File: config.mk
export PLATFORM = sky130hd
export DESIGN_NAME = imem_load_arbiter
export DESIGN_NICKNAME = d
export VERILOG_FILES = /design/src/rtl/imem_load_arbiter.sv
export SDC_FILE = /design/constraint.sdc
export NUM_CORES = 1
export LEC_CHECK = 0
export CAP_MARGIN = 15
export CORE_MARGIN = 2
export CORE_UTILIZATION = 39
export CTS_BUF_LIST = sky130_fd_sc_hd__clkbuf_16
export CTS_CLUSTER_DIAMETER = 30
export DETAILED_ROUTE_END_ITERATION = 6
export GPL_ROUTABILITY_DRIVEN = 0
export PLACE_DENSITY_LB_ADDON = 0.3
export SLEW_MARGIN = 20
export SYNTH_ARGS = -nofsm -noshare
export SYNTH_HDL_FRONTEND = slang
export SYNTH_SLANG_ARGS = --single-unit
File: constraint.sdc
create_clock -name clk -period 3.8 [get_ports clk]
set_input_delay 0.76 -clock clk [delete_from_list [all_inputs] [get_ports clk]]
set_output_delay 0.76 -clock clk [all_outputs]
set_load 0.1 [all_outputs]
File: src/rtl/imem_load_arbiter.sv
// imem_load_arbiter: shares the single-port instruction memory between
// the fetch stage (one read per cycle) and a burst program loader.
//
// Ports:
//   clk, rst          clock; synchronous active-high reset
//   fetch_req/addr    fetch read request and word address
//   fetch_hold        stall to the fetch stage while the loader owns memory
//   cpu_rst_o         one-cycle restart pulse after a load completes
//   load_req          loader ownership request (level, held for the burst)
//   ld_base           first write address, sampled on grant
//   ld_valid/data     loader word and its valid
//   ld_last           final word marker (qualified by ld_valid)
//   ld_ready          arbiter accepts a loader word this cycle
//   load_busy         high whenever the arbiter is not in RUN
//   load_count        words accepted in the current/last burst
//   load_err          sticky overflow / aborted-burst flag
//   mem_*             single-port memory interface (combinational mux)
module imem_load_arbiter #(
   parameter int ADDR_W = 10,
   parameter int DATA_W = 32,
   parameter int DEPTH  = 1024
) (
   input  logic              clk,
   input  logic              rst,
   input  logic              fetch_req,
   input  logic [ADDR_W-1:0] fetch_addr,
   output logic              fetch_hold,
   output logic              cpu_rst_o,
   input  logic              load_req,
   input  logic [ADDR_W-1:0] ld_base,
   input  logic              ld_valid,
   input  logic [DATA_W-1:0] ld_data,
   input  logic              ld_last,
   output logic              ld_ready,
   output logic              load_busy,
   output logic [ADDR_W:0]   load_count,
   output logic              load_err,
   output logic              mem_en,
   output logic              mem_we,
   output logic [ADDR_W-1:0] mem_addr,
   output logic [DATA_W-1:0] mem_wdata
);

   typedef enum logic [1:0] {
      S_RUN,
      S_HOLD,
      S_LOAD,
      S_RESTART
   } state_t;

   localparam logic [ADDR_W:0] LP_TOP = (ADDR_W+1)'(DEPTH - 1);
   localparam logic [ADDR_W:0] LP_CNT_MAX = '1;

   state_t r_state;
   state_t w_next;

   // One extra bit so the pointer can sit past the top without wrapping.
   logic [ADDR_W:0] r_wptr;
   logic [ADDR_W:0] r_load_count;
   logic            r_fetch_hold;
   logic            r_cpu_rst;
   logic            r_ld_ready;
   logic            r_load_busy;
   logic            r_load_err;

   logic w_ovf;
   logic w_accept;
   logic w_write;
   logic w_abort;
   logic w_grant;

   assign w_ovf   = (r_wptr > LP_TOP);
   assign w_grant = (r_state == S_RUN) && load_req;

   always_ff @(posedge clk) begin
      if (rst) begin
         r_state <= S_RUN;
      end else begin
         r_state <= w_next;
      end
   end

   always_comb begin
      w_next    = r_state;
      w_accept  = 1'b0;
      w_write   = 1'b0;
      w_abort   = 1'b0;
      mem_en    = 1'b0;
      mem_we    = 1'b0;
      mem_addr  = '0;
      mem_wdata = '0;
      unique case (r_state)
         S_RUN: begin
            mem_en   = fetch_req;
            mem_addr = fetch_addr;
            if (load_req) begin
               w_next = S_HOLD;
            end
         end
         S_HOLD: begin
            // Read issued in the last RUN cycle retires here.
            w_next = S_LOAD;
         end
         S_LOAD: begin
            // A last word wins over a dropped load_req.
            if (ld_valid && r_ld_ready && ld_last) begin
               w_accept = 1'b1;
               w_next   = S_RESTART;
            end else if (!load_req) begin
               w_abort = 1'b1;
               w_next  = S_RESTART;
            end else if (ld_valid && r_ld_ready) begin
               w_accept = 1'b1;
            end
            w_write   = w_accept && !w_ovf;
            mem_en    = w_write;
            mem_we    = w_write;
            mem_addr  = r_wptr[ADDR_W-1:0];
            mem_wdata = ld_data;
         end
         S_RESTART: begin
            w_next = S_RUN;
         end
         default: begin
            w_next = S_RUN;
         end
      endcase
   end

   // Status outputs are registered from the next state so they line up
   // with the state they describe.
   always_ff @(posedge clk) begin
      if (rst) begin
         r_fetch_hold <= 1'b0;
         r_cpu_rst    <= 1'b0;
         r_ld_ready   <= 1'b0;
         r_load_busy  <= 1'b0;
      end else begin
         r_fetch_hold <= (w_next != S_RUN);
         r_cpu_rst    <= (w_next == S_RESTART);
         r_ld_ready   <= (w_next == S_LOAD);
         r_load_busy  <= (w_next != S_RUN);
      end
   end

   always_ff @(posedge clk) begin
      if (rst) begin
         r_wptr       <= '0;
         r_load_count <= '0;
         r_load_err   <= 1'b0;
      end else if (w_grant) begin
         r_wptr       <= {1'b0, ld_base};
         r_load_count <= '0;
         r_load_err   <= 1'b0;
      end else if (w_accept) begin
         if (r_load_count != LP_CNT_MAX) begin
            r_load_count <= r_load_count + 1'b1;
         end
         // Pointer parks past the top; later words are dropped.
         if (w_ovf) begin
            r_load_err <= 1'b1;
         end else begin
            r_wptr <= r_wptr + 1'b1;
         end
      end else if (w_abort) begin
         r_load_err <= 1'b1;
      end
   end

   assign fetch_hold = r_fetch_hold;
   assign cpu_rst_o  = r_cpu_rst;
   assign ld_ready   = r_ld_ready;
   assign load_busy  = r_load_busy;
   assign load_count = r_load_count;
   assign load_err   = r_load_err;

endmodule

Word-level counts from Yosys, hierarchy flattened:

Index checks and enable logic that the tools add are counted.

* bits in latches: 0
* input bits: 58
* word-level logic and storage cells: 56
* memory bits (read-only): 0
* output and inout port bits: 60
* memories: 0
* register bits: 28
* RAM bits: 0

* div/mod/pow operators: 0
* reductions and logical operators: 14
* add/sub/neg operators: 2
* equal/unequal tests: 8
* shifts and indexed selects: 0
* muxes and demuxes: 22
* multipliers: 0
* $lt $le $gt $ge: 1
* bitwise gates (word level): 1

Operator list (number)
* $mux W32: 1
* $mux W10: 3
* $add A11 B1 Y11 const B: 2
* $pmux W10 S2: 1
* $mux W1: 12
* $gt A11 B10 Y1 const B: 1
* $ne A11 B11 Y1 const B: 1
* $eq A2 B2 Y1 const B: 4
* $pmux W2 S4: 1
* $reduce_and A2 Y1: 4
* $mux W2: 3
* $reduce_bool A2 Y1: 3
* $logic_and A1 B1 Y1: 4
* $eq A2 B1 Y1 const B: 1
* $logic_not A2 Y1: 1
* $ne A2 B1 Y1 const B: 1
* $ne A2 B2 Y1 const B: 1
* $pmux W1 S2: 1
* $reduce_or A2 Y1: 1
* $logic_not A1 Y1: 1
* $not A1 Y1: 1

Longest topological paths before layout:

* word-level depth: 8
* gate-level depth with buffers: 7
* mapped depth without buffers: 6

Worst setup path after synthesis:

OpenSTA, ideal clock, no wires.

* path type: register -> output
* from: register r_ld_ready, in the netlist ld_ready
* to: output port mem_en
* stages on the path, launching flop included: 5
* data required time: 3.040 ns
* buffers on the path: 0
* arrival time: 3.472 ns
* path slack: -0.432 ns
* cell sequence: dfxtp_1 -> o2111a_4 -> nand2b_4 -> nor2_1 -> a21o_1

* word-level cells in the longest chain between the ends: 7
* elaborated cells between the ends (all ways): 8
* classes of those cells: mux: 5; reduce/logical: 3

Ends and longest elaborated chain
* start: declaration: RTL line 62 `logic r_ld_ready;`
* start signal: assignment: RTL line 141 `r_ld_ready <= (w_next == S_LOAD);`
* $logic_and A1 B1 Y1 (*): RTL line 106, 112
* $mux W1: RTL line 112 `end else if (ld_valid && r_ld_ready) begin`
* $mux W1: RTL line 109 `end else if (!load_req) begin`
* $mux W1 (*): RTL line 106 `if (ld_valid && r_ld_ready && ld_last) begin`
* $mux W1 (*): RTL line 92 `unique case (r_state)`
* $logic_and A1 B1 Y1 (*): RTL line 115 `w_write = w_accept && !w_ovf;`
* $pmux W1 S2 (*): RTL line 92
* end: declaration: RTL line 38 `output logic mem_en,`

Every way passes the cells marked *; elsewhere a longest branch is shown, timed or not. The select of a mux whose other input is x is not followed.

Final worst setup path:

* from: input port load_req
* to: output port mem_en

* word-level cells in the longest chain between the ends: 5

Ends and longest elaborated chain
* start: declaration: RTL line 29 `input logic load_req,`
* $mux W1: RTL line 109
* $mux W1: RTL line 106
* $mux W1: RTL line 92
* $logic_and A1 B1 Y1: RTL line 115
* $pmux W1 S2: RTL line 92

No other way between the ends. The select of a mux whose other input is x is not followed.

==> out/results.ini <==
[status]
status=finished, final reports clean

[yosys]
yosysSeqAreaShare_pct=32.1
synth_ff_type=dfxtp_1
synth-compound-area-share_pct=20.7
synth-xor-area-share_pct=2.01
synth_edf_count=0
synth_top_family_by_area=simple AND/OR/NAND/NOR gates
synth_seq_cells=28
synth_top_area_share_pct=32.1
synthesis.area_sq_mm=0.00174
ys_async_sr_fraction_pct=0
muxShareOfSynthArea_pct=1.15
yosysWarnings=0
syn-num-nets=278
yosysUniqueCellTypes=44
synth_fa_ha_area_share_pct=2.87
synthSimpleGateAreaFrac_pct=35.9
syn_inst=216
synth_area_leaders=dfxtp_1, and2_1, a22o_1
yosysTopAreaCell=dfxtp_1
syn_avg_cell_area_sq_um=8.07

[pwr]
power_mw=1.51
p_sw_mw=0.762
power_frac_comb_pct=56.1
intPower_mw=0.743
power_frac_seq_pct=23.1
vdd_drop_max_v=0.000233
power_density_mw_per_mm2=509
pwr-share-clk_pct=20.8
leakage_nw=1.17
p_sw_share_pct=50.6

[floorplanning]
die_area_sq_mm=0.00502
die_h_um=70.9
core_area_sq_mm=0.00432
die_w_um=70.9
start_util_pct=40.3
rows=24
boundaryPins=118

[final_layout]
nets=389
layout_commonest_cell=clkdlybuf4s50_1
diodes=0
syn2layout_area_growth_pct=69.5
layout_common_cells=clkdlybuf4s50_1, buf_4, and2_1
n_fill_cell=368
fin_util_pct=68.4
fin_cells=378
drive_above_1_share_pct=18.1

[cts]
tritoncts=built
clockRootBuffer=clkbuf_16
clkTransAtPathRegs_ns=0.07
numClockSinks=28
clk_latency_ns=0.27
postCtsSetupBuffers=0
numCtsBuffers=3
cts_hold_buf=0
cts-resized-gates=0
htree_levels=1
cts_buffer_depth=2

[route]
vias=2018
wire_per_inst_um=15.0
drtAntennaViolNets=0
drtIter0Drc=114
vias_per_cell=5.34
drt-pass1-iter-count=4
totalWireLength_mm=5.69
drc=0

[critical_path]
crit_buf_inv=2
crit_type=in2out
worstSetupEndpointType=output pin
path_delay_family=buffers and inverters
cp.required_ns=3.04
arrival_ns=2.34
critical_path.slowest_cell=clkdlybuf4s50_1
cpPeakStageDelay_ns=0.65
start_kind=primary input
crit_chain=clkdlybuf4s50_1 -> o2111a_4 -> nand2b_4 -> nor2_2 -> a21o_1 -> buf_12
worst-path-max-fanout=8

[timing]
slew_headroom_pct=34.0
fin_crit_sh_pct=81.6
finalHoldViolations=0
rsz0062_at_grt=false
setup_viol=0
slew_viol_final=0
tightest_slew_ns=0.986
fmax_mhz=323
clock_skew_ns=0.00534
fin_crit_ns=3.10
setup_tns_ns=0

[global_routing]
grt_max_degree=44
grt_pass1_vias=1838
grt_pass1_wl_mm=8.81
antenna_found_initial=0
grt_overflow_total=0
grt_usage_pct=21.7

[hold_path]
hp-class=reg2reg

[place]
place_inst=374
dpl.hpwl_mm=4.39
port_buffers=117

[run]
cap_viol_max_count=0

state kept, by name, indices dropped and copies added (netlist names):
register and flops:
cpu_rst_o 1, ld_ready 1, load_busy 1, load_count 11, load_err 1, r_state 2, r_wptr 11
worst paths after layout:
path | from | endpoint | slack, ns | cells after the start
worst min-delay path | load_err | load_err | 0.51 | 2
worst max register to register | r_state[0] | r_wptr[9] | 1.56 | 7
worst max-delay path | load_req | mem_en | 0.70 | 6
worst min register to register | load_err | load_err | 0.51 | 2
synthesized netlist by cell type (2+ instances only):
library cell and instances:
nand2_1 12, buf_4 3, a211oi_1 3, a21oi_1 7, mux2i_1 2, and2_1 34
nor3_2 2, a31oi_1 4, nor2b_1 2, nand4_1 7, a311oi_1 4, nor2_1 18
nor3_1 4, nand3_1 6, dfxtp_1 28, o31ai_1 4, clkbuf_1 9, a22o_1 8
and3_1 2, nand2b_1 4, o21ai_0 7, inv_1 8, or4_1 5, xnor2_1 3
ha_1 4, nor4_1 8
worst register-to-register path: stages, from the launching register on:
cell and delay (ns):
dfxtp_1 0.31, inv_1 0.09, ha_1 0.21, buf_4 0.34, o2111ai_2 0.35, nor4_1 0.46, a31oi_1 0.15, o32ai_1 0.25
final cells by class:
| class | instances | area, sq um | share of cell area, % |
|---|---|---|---|
| Timing Repair Buffer | 119 | 1100 | 37.2 |
| Multi-Input combinational cell | 167 | 1090 | 37.0 |
| Sequential cell | 28 | 561 | 19.0 |
| Clock buffer | 3 | 75.1 | 2.54 |
| Tap cell | 52 | 65.1 | 2.20 |
| Clock inverter | 1 | 30.0 | 1.02 |
| Inverter | 8 | 30.0 | 1.02 |
kinds of logic after synthesis:
logic type / Yosys count
AOI/OAI and AO/OA: 47
DFF: 28
xor gates and xnor gates: 4
and+or+nand+nor: 110
adders and majority gates: 4
muxes: 2
buffers and inverters: 21
metrics by stage:
step           setup WS (ns)  instance area [sq um]  hold WS [ns]
3_5_place_dp           0.720                   2850         0.500
3_3_place_gp           0.749                   2850         0.485
5_1_grt                0.636                   2960         0.555
4_1_cts                0.701                   2960         0.514
2_1_floorplan         0.0526                   1750         0.504
6_report               0.699                   2960         0.513
per-layer routing:
metal / GRT usage, % / part of all wire, % / wire, um
met1: 26.4 / 43 / 2470
met2: 38.6 / 48 / 2730
met3: 3.56 / 6.8 / 385
met4: 7.76 / 1.8 / 100
met5: 0 / 0 / 0
power groups by stage:
stage / logic [mW] / clock network, mW / registers, mW
2_1_floorplan: 0.600 / 0 / 0.396
3_3_place_gp: 0.842 / 0 / 0.354
3_5_place_dp: 0.847 / 0 / 0.355
4_1_cts: 0.847 / 0.321 / 0.348
5_1_grt: 0.876 / 0.329 / 0.353
6_report: 0.844 / 0.313 / 0.348
Power figures use the tool's default switching activity.
